===== src/rtl/sa_result_streamer.sv =====
// Drain end of the NxN systolic array: snapshots the result matrix on the rising edge
// of done_in and streams it out row-major as requantized (shift + saturate) elements.
module sa_result_streamer #(
  parameter int N     = 10,
  parameter int DW    = 16,
  parameter int OUT_W = 8,
  parameter int SHIFT = 0
) (
  input  logic                    clk,
  input  logic                    rst,
  input  logic                    done_in,
  input  logic [N*N*DW-1:0]       res_in,
  output logic                    m_valid,
  input  logic                    m_ready,
  output logic signed [OUT_W-1:0] m_data,
  output logic [3:0]              m_row,
  output logic [3:0]              m_col,
  output logic                    m_last,
  output logic                    busy,
  output logic                    frame_done,
  output logic                    sat_flag,
  output logic [7:0]              drop_cnt
);

  localparam int AW = $clog2(N * N);
  localparam logic [3:0] LAST_IDX = 4'(N - 1);
  localparam logic signed [DW-1:0] SAT_HI = DW'((2 ** (OUT_W - 1)) - 1);
  localparam logic signed [DW-1:0] SAT_LO = DW'(-(2 ** (OUT_W - 1)));

  typedef enum logic {IDLE, STREAM} state_t;

  state_t               state;
  logic                 done_q;
  logic [3:0]           row, col;
  logic signed [DW-1:0] frame_buf [N*N];

  logic                 rise, accept;
  logic [AW-1:0]        rd_idx;
  logic signed [DW-1:0] shifted;
  logic                 clamp_hi, clamp_lo;

  assign rise     = done_in & ~done_q;
  assign accept   = m_valid & m_ready;
  assign rd_idx   = AW'(row) * AW'(N) + AW'(col);
  assign shifted  = frame_buf[rd_idx] >>> SHIFT;
  assign clamp_hi = shifted > SAT_HI;
  assign clamp_lo = shifted < SAT_LO;

  assign m_row  = row;
  assign m_col  = col;
  assign m_last = m_valid && (row == LAST_IDX) && (col == LAST_IDX);

  // Data is derived from registered buffer and index, so it is stable across stalls.
  always_comb begin
    m_data = '0;
    if (m_valid) begin
      if (clamp_hi)      m_data = SAT_HI[OUT_W-1:0];
      else if (clamp_lo) m_data = SAT_LO[OUT_W-1:0];
      else               m_data = shifted[OUT_W-1:0];
    end
  end

  // NOTE: sequential state uses non-blocking assignments so every register samples
  // the pre-edge values; reset here is synchronous, evaluated only at the clock edge.
  always_ff @(posedge clk) begin
    if (!rst) begin
      state      <= IDLE;
      done_q     <= 1'b0;
      m_valid    <= 1'b0;
      busy       <= 1'b0;
      frame_done <= 1'b0;
      sat_flag   <= 1'b0;
      row        <= '0;
      col        <= '0;
      drop_cnt   <= '0;
    end else begin
      done_q     <= done_in;
      frame_done <= 1'b0;
      case (state)
        IDLE: begin
          if (rise) begin
            state    <= STREAM;
            m_valid  <= 1'b1;
            busy     <= 1'b1;
            sat_flag <= 1'b0;
            row      <= '0;
            col      <= '0;
          end
        end
        STREAM: begin
          // A new frame announced while draining is dropped, even on the final beat.
          if (rise && drop_cnt != 8'hFF) drop_cnt <= drop_cnt + 8'd1;
          if (accept) begin
            if (clamp_hi || clamp_lo) sat_flag <= 1'b1;
            if (col != LAST_IDX) begin
              col <= col + 4'd1;
            end else if (row != LAST_IDX) begin
              col <= '0;
              row <= row + 4'd1;
            end else begin
              state      <= IDLE;
              m_valid    <= 1'b0;
              busy       <= 1'b0;
              frame_done <= 1'b1;
              row        <= '0;
              col        <= '0;
            end
          end
        end
      endcase
    end
  end

  // NOTE: the frame buffer has no reset; its contents only matter after a snapshot,
  // and leaving it unreset lets it map onto plain storage.
  always_ff @(posedge clk) begin
    if (state == IDLE && rise) begin
      for (int i = 0; i < N * N; i++) frame_buf[i] <= res_in[i*DW +: DW];
    end
  end

endmodule


===== config.mk =====
export PLATFORM = sky130hd
export DESIGN_NAME = sa_result_streamer
export DESIGN_NICKNAME = d
export VERILOG_FILES = /design/src/rtl/sa_result_streamer.sv
export SDC_FILE = /design/constraint.sdc
export NUM_CORES = 1
export LEC_CHECK = 0
export ABC_AREA = 1
export CAP_MARGIN = 20
export CORE_AREA = 8 8 638 640
export DETAILED_ROUTE_END_ITERATION = 12
export DIE_AREA = 0 0 646 648
export GPL_ROUTABILITY_DRIVEN = 0
export PLACE_DENSITY = 0.35
export SETUP_SLACK_MARGIN = 0.3
export SLEW_MARGIN = 30
export SYNTH_ARGS = -nofsm -noshare
export SYNTH_HDL_FRONTEND = slang
export SYNTH_SLANG_ARGS = --single-unit
export TNS_END_PERCENT = 100

===== constraint.sdc =====
create_clock -name clk -period 93.7 [get_ports clk]
set_input_delay 14.055 -clock clk [delete_from_list [all_inputs] [get_ports clk]]
set_output_delay 14.055 -clock clk [all_outputs]
set_load 0.005 [all_outputs]

# After elaboration in Yosys (flattened, before gate mapping)
# Memories as Yosys holds them, arrays and structs flattened.
# Index checks and enable logic that the tools add are counted.
classes:
  n_reduce_logical: 11
  n_mul: 1
  bitwise_logic: 6
  div: 0
  add_sub_neg: 4
  mux: 28
  shift: 0
  order_cmp: 2
  eq_ne: 10
ops:
  columns: ["operator", "count"]
  rows:
  - ["$mux W4", 6]
  - ["$mux W8", 3]
  - ["$gt A16 B8 Y1 const B", 1]
  - ["$lt A16 B8 Y1 const B", 1]
  - ["$pmux W4 S2", 2]
  - ["$mux W1", 14]
  - ["$add A4 B1 Y4 const B", 2]
  - ["$add A8 B1 Y8 const B", 1]
  - ["$eq A4 B4 Y1 const B", 2]
  - ["$ne A4 B4 Y1 const B", 2]
  - ["$ne A8 B8 Y1 const B", 1]
  - ["$add A7 B4 Y7", 1]
  - ["$mul A4 B3 Y6 const B", 1]
  - ["$ne A2 B2 Y1 const B", 3]
  - ["$pmux W1 S2", 3]
  - ["$reduce_and A3 Y1", 2]
  - ["$logic_and A1 B1 Y1", 4]
  - ["$ne A2 B1 Y1 const B", 2]
  - ["$not A1 Y1", 4]
  - ["$reduce_and A2 Y1", 2]
  - ["$reduce_and A4 Y1", 1]
  - ["$reduce_or A4 Y1", 1]
  - ["$and A1 B1 Y1", 2]
  - ["$logic_or A1 B1 Y1", 1]
word_totals:
  output_inout_bits: 29
  romBits: 0
  wordCells: 71
  mem_bits_rw: 1600
  mem_count: 1
  latchBits: 0
  ff_bits: 21
mem_list:
  columns: ["name", "words", "word_bits", "rd", "rd_ports_with_merged_regs", "wr", "line", "source"]
  rows:
  - ["frame_buf", 100, 16, 1, 0, 100, "35", "logic signed [DW-1:0] frame_buf [N*N];"]

# Depth between registers and ports, before layout
# An unclocked memory read counts as a cell.
logic_depth:
  depth_word: 8
  mapped_depth: 20
  mapped_depth_nobuf: 19

# Least setup slack after synthesis
# OpenSTA, ideal clock, no wires.
synth_timing:
  kind: "in2reg"
  start: "input port done_in"
  end: "register busy"
  cell_stages: 9
  setup_slack_ps: 5781
  n_path_buf: 0
  arrival_ps: 87689
  required_ps: 93470
  path_cell_list: "nand2_1 nor2_1 inv_1 nand2_1 nand2_1 inv_1 a21oi_1 inv_1 o22ai_1"
synth_between:
  elab_chain_len: 3
synth_lines:
  columns: ["element", "line", "source"]
  rows:
  - ["from (decl)", "11", "input logic done_in,"]
  - ["$and A1 B1 Y1", "42", "assign rise = done_in & ~done_q;"]
  - ["$ne A2 B2 Y1 (no line)", null, null]
  - ["$reduce_and A4 Y1 (no line)", null, null]
  - ["to (signal assigned)", "70", "busy <= 1'b0;"]
  - ["to (signal assigned)", "84", "busy <= 1'b1;"]
  - ["to (signal assigned)", "103", "busy <= 1'b0;"]
  - ["to (decl)", "19", "output logic busy,"]
# Every way passes these cells.
# A chain may end at the register's enable or synchronous reset.

# Worst setup path in the final report
layout_timing:
  start: "register col[0], in the netlist m_col[0]"
  end: "output port m_data[6]"
layout_between:
  elab_chain_len: 6
  word_cells_on_any_way: 7
  classes_between: "add/sub: 1; order compare: 2; mux: 3; memory: 1"
layout_lines:
  columns: ["element", "line", "source"]
  rows:
  - ["from (decl)", "34", "logic [3:0] row, col;"]
  - ["from (signal assigned)", "96", "col <= col + 4'd1;"]
  - ["$add A7 B4 Y7 (*)", "44", "assign rd_idx = AW'(row) * AW'(N) + AW'(col);"]
  - ["$mem_v2 Z100 W16 (*)", null, null]
  - ["$lt A16 B8 Y1", "47", "assign clamp_lo = shifted < SAT_LO;"]
  - ["$mux W8", "58", "else if (clamp_lo) m_data = SAT_LO[OUT_W-1:0];"]
  - ["$mux W8 (*)", "57", "if (clamp_hi) m_data = SAT_HI[OUT_W-1:0];"]
  - ["$mux W8 (*)", "56", "if (m_valid) begin"]
  - ["to (decl)", "15", "output logic signed [OUT_W-1:0] m_data,"]
# Mark *: on every way between the ends. The rest lies on a longest branch, timed or not.

==> results.md <==
* Status: completed
* Pre-CTS setup slack at 72.33 ns
* Most frequent cell after synthesis: edfxtp_1
* Period utilization at 23.19%
* Root buffer cell: clkbuf_16
* Gr ovfl total at 0
* Async S/R FF share, synth at 0%
* EDFF count, synth at 1600
* Avg Cell Area, Syn at 12.77 µm²
* Predominant post-synthesis flop cell: edfxtp_1
* CTS H-tree depth at 4
* Pin count of the biggest net entering global routing at 160
* Final Hold Viols at 0
* Tightest Pin Transition at 1.099 ns
* CTS tree: yes
* Startpoint Class: flop
* Die width at 646 µm
* Setup TNS at 0 ns
* Maximum clock path buffer count at 4
* Antenna violations before repair at 398
* Core area at 0.3971 mm²
* CP bufs+invs at 8
* Clock Sinks at 1621
* Die area at 0.4186 mm²
* Post-Layout Cell Count at 12235
* Num rows at 232
* Resize count post-CTS at 0
* Largest delay share family, worst path: buffers and inverters
* Cell Pwr Density at 20.31 mW/mm²
* CP required at 79.64 ns
* Finished Cell Area at 0.09368 mm²
* Drt first pass iters at 6
* CP dominant cell by count: nand3_1
* # setup viols final at 0
* Post-synthesis cell area at 0.06499 mm²
* Total track usage at 17.45%
* Cells after synthesis at 5090
* Post-route ant nets at 0
* Starting Density at 16.37%
* Hold Buf Count CTS at 0
* Clock Skew at 0.1115 ns
* Detail Placement HPWL at 296.5 mm
* DRC violations left at 0
* Cells after DPL at 11737
* RSZ-0062 raised after global routing: false
* Number of buffers created by CTS at 205
* CP max-delay cell: dfxtp_4
* IO Count at 1633
* Max-slew headroom at the worst pin at 26.74%
* Flops & latches, synth at 1621
* Sequential fraction of the synthesis area at 74.58%
* Yosys warnings at 0
* Syn_nets at 6707
* Max-slew violations at 0
* Synth area leader: edfxtp_1
* Leak at 32.04 nW
* MaxCap Viol Count at 0
* Final nets at 8297
* Total power at 1.903 mW
* Placed Area at 0.08710 mm²
* Worst VDD drop at 0.00001445 V
* Crit path time final at 21.73 ns
* Top cells by count, synth: 1600 x edfxtp_1, 1533 x nand2_1, 792 x nand3_1
* Port buffer count at 1632
* CP peak stage delay at 0.77 ns
* Crit-path cells: buf_12 -> buf_4 -> buf_4 -> buf_4 -> buf_4 -> nand2_1 -> nand3_1 -> nand3_1 -> nand3_1 -> nand3_1 -> nand3_1 -> nand3_1 -> nand2_1 -> inv_1 -> nand2_2 -> inv_2 -> a21oi_1 -> nor2_1 -> clkdlybuf4s50_1
* Initial DRC count at 5199
* Post-CTS setup buffer count at 0
* First-pass GRT wire length at 493.9 mm
* Skew-Pair Late Insertion Delay at 0.91 ns
* Via count at 51239
* Area Overhead vs Synth at 44.15%
* Fraction of layout cells with a size suffix above 1 at 5.802%
* Drt total wl at 386.6 mm
* Top post-synthesis cells by area: edfxtp_1 74%, nand2_1 8.9%, nand3_1 6.1%, a21oi_1 2.1%, buf_2 1.3%
* Hold WC Path Type: flop to flop
* Crit path max fanout at 117
* DR vias/cell at 4.188
* Nature of the critical path endpoint: output pin
* WL/cell at 31.60 µm
* Unique masters post-synth at 35
* WP data arrival at 7.68 ns
* Die height at 648 µm
* Max frequency at 46.01 MHz
* Setup slack after layout at 71.97 ns
* Top cell type's share of synthesized area at 73.93%
* Clock-pin slew on the worst setup and hold paths at 0.06 ns
* Flop-to-flop setup slack at 87.35 ns
* Kind of critical path: flop to output pin
* Vias in the first global route at 50291
metrics by stage:
stage          hold slack (ns)  util [%]
2_1_floorplan           0.4618         -
3_3_place_gp            0.4690     21.91
3_5_place_dp            0.4899     21.93
4_1_cts                 0.4964     23.51
5_1_grt                 0.5171     23.56
6_report                0.4986     23.59
flip-flops by register name (all words and copies together), names as in the netlist:
signal      flops
m_col           4
done_q          1
state           1
frame_done      1
frame_buf    1600
m_row           4
sat_flag        1
busy            1
drop_cnt        8
worst paths after layout:
check                           start                       end  cells after the start
min reg2reg  drop_cnt[4]$_SDFFE_PN0P_  drop_cnt[4]$_SDFFE_PN0P_                      2
min          drop_cnt[4]$_SDFFE_PN0P_  drop_cnt[4]$_SDFFE_PN0P_                      2
max reg2reg     m_col[0]$_SDFFE_PN0P_     sat_flag$_SDFFE_PN0P_                     18
max             m_col[0]$_SDFFE_PN0P_                 m_data[6]                     19
logic make-up (layout without fill, tap and decap cells):
group | Yosys count | count (layout) | share of synthesized area [%]
buffers and inverters | 398 | 2150 | 3.071
other | 0 | 128 | 0
adders and majority gates | 13 | 13 | 0.2734
AOI/OAI and AO/OA | 643 | 643 | 6.490
xor gates and xnor gates | 7 | 7 | 0.1174
DFF | 1621 | 1621 | 74.58
and+or+nand+nor | 2408 | 2408 | 15.47
cell usage in the layout (no fill, tap or decap), types with 10 or more instances in the layout:
cell type | synthesis | layout
ha_1 | 11 | 10
nor2_1 | 70 | 69
o211ai_1 | 56 | 56
clkinv_2 | 0 | 44
a221oi_1 | 54 | 52
clkbuf_16 | 0 | 207
inv_1 | 42 | 41
edfxtp_1 | 1600 | 1600
a221o_1 | 27 | 27
a32o_1 | 81 | 81
dfxtp_1 | 21 | 20
a21oi_1 | 278 | 278
clkdlybuf4s50_1 | 0 | 1632
nand3_1 | 792 | 792
nand2_1 | 1533 | 1532
o221ai_1 | 22 | 22
diode_2 | 0 | 128
o21ai_0 | 105 | 101
clkinv_1 | 1 | 45
buf_4 | 57 | 73
clkbuf_1 | 88 | 47
routing by layer:
layer  track usage [%]  share of wire [%]
met5                 0               0.10
met4             6.685                4.1
met1             21.46                 40
met2             29.92                 49
met3             3.687                6.2
layout make-up:
type / instances / area, µm²
fill: 42170 / 303400
inverter: 50 / 219.0
timing repair buffer: 1731 / 17230
antenna: 128 / 320.3
tap: 5265 / 6588
clock buffer: 254 / 5356
clock inverter: 115 / 887.1
sequential: 1621 / 48470
multi-input combinational: 3071 / 14620
worst min-delay path, cell delays in order, from the launching register on:
cell	delay [ns]
dfxtp_1	0.32
inv_1	0.07
a21oi_1	0.06
power by group:
| group | internal, mW | leakage (nW) | switching (mW) |
|---|---|---|---|
| Sequential | 0.847 | 15.2 | 0.0130 |
| Combinational | 0.105 | 13.7 | 0.175 |
| Clock | 0.427 | 3.06 | 0.335 |
| Total | 1.38 | 32.0 | 0.524 |
(Power assumes the default switching activity.)
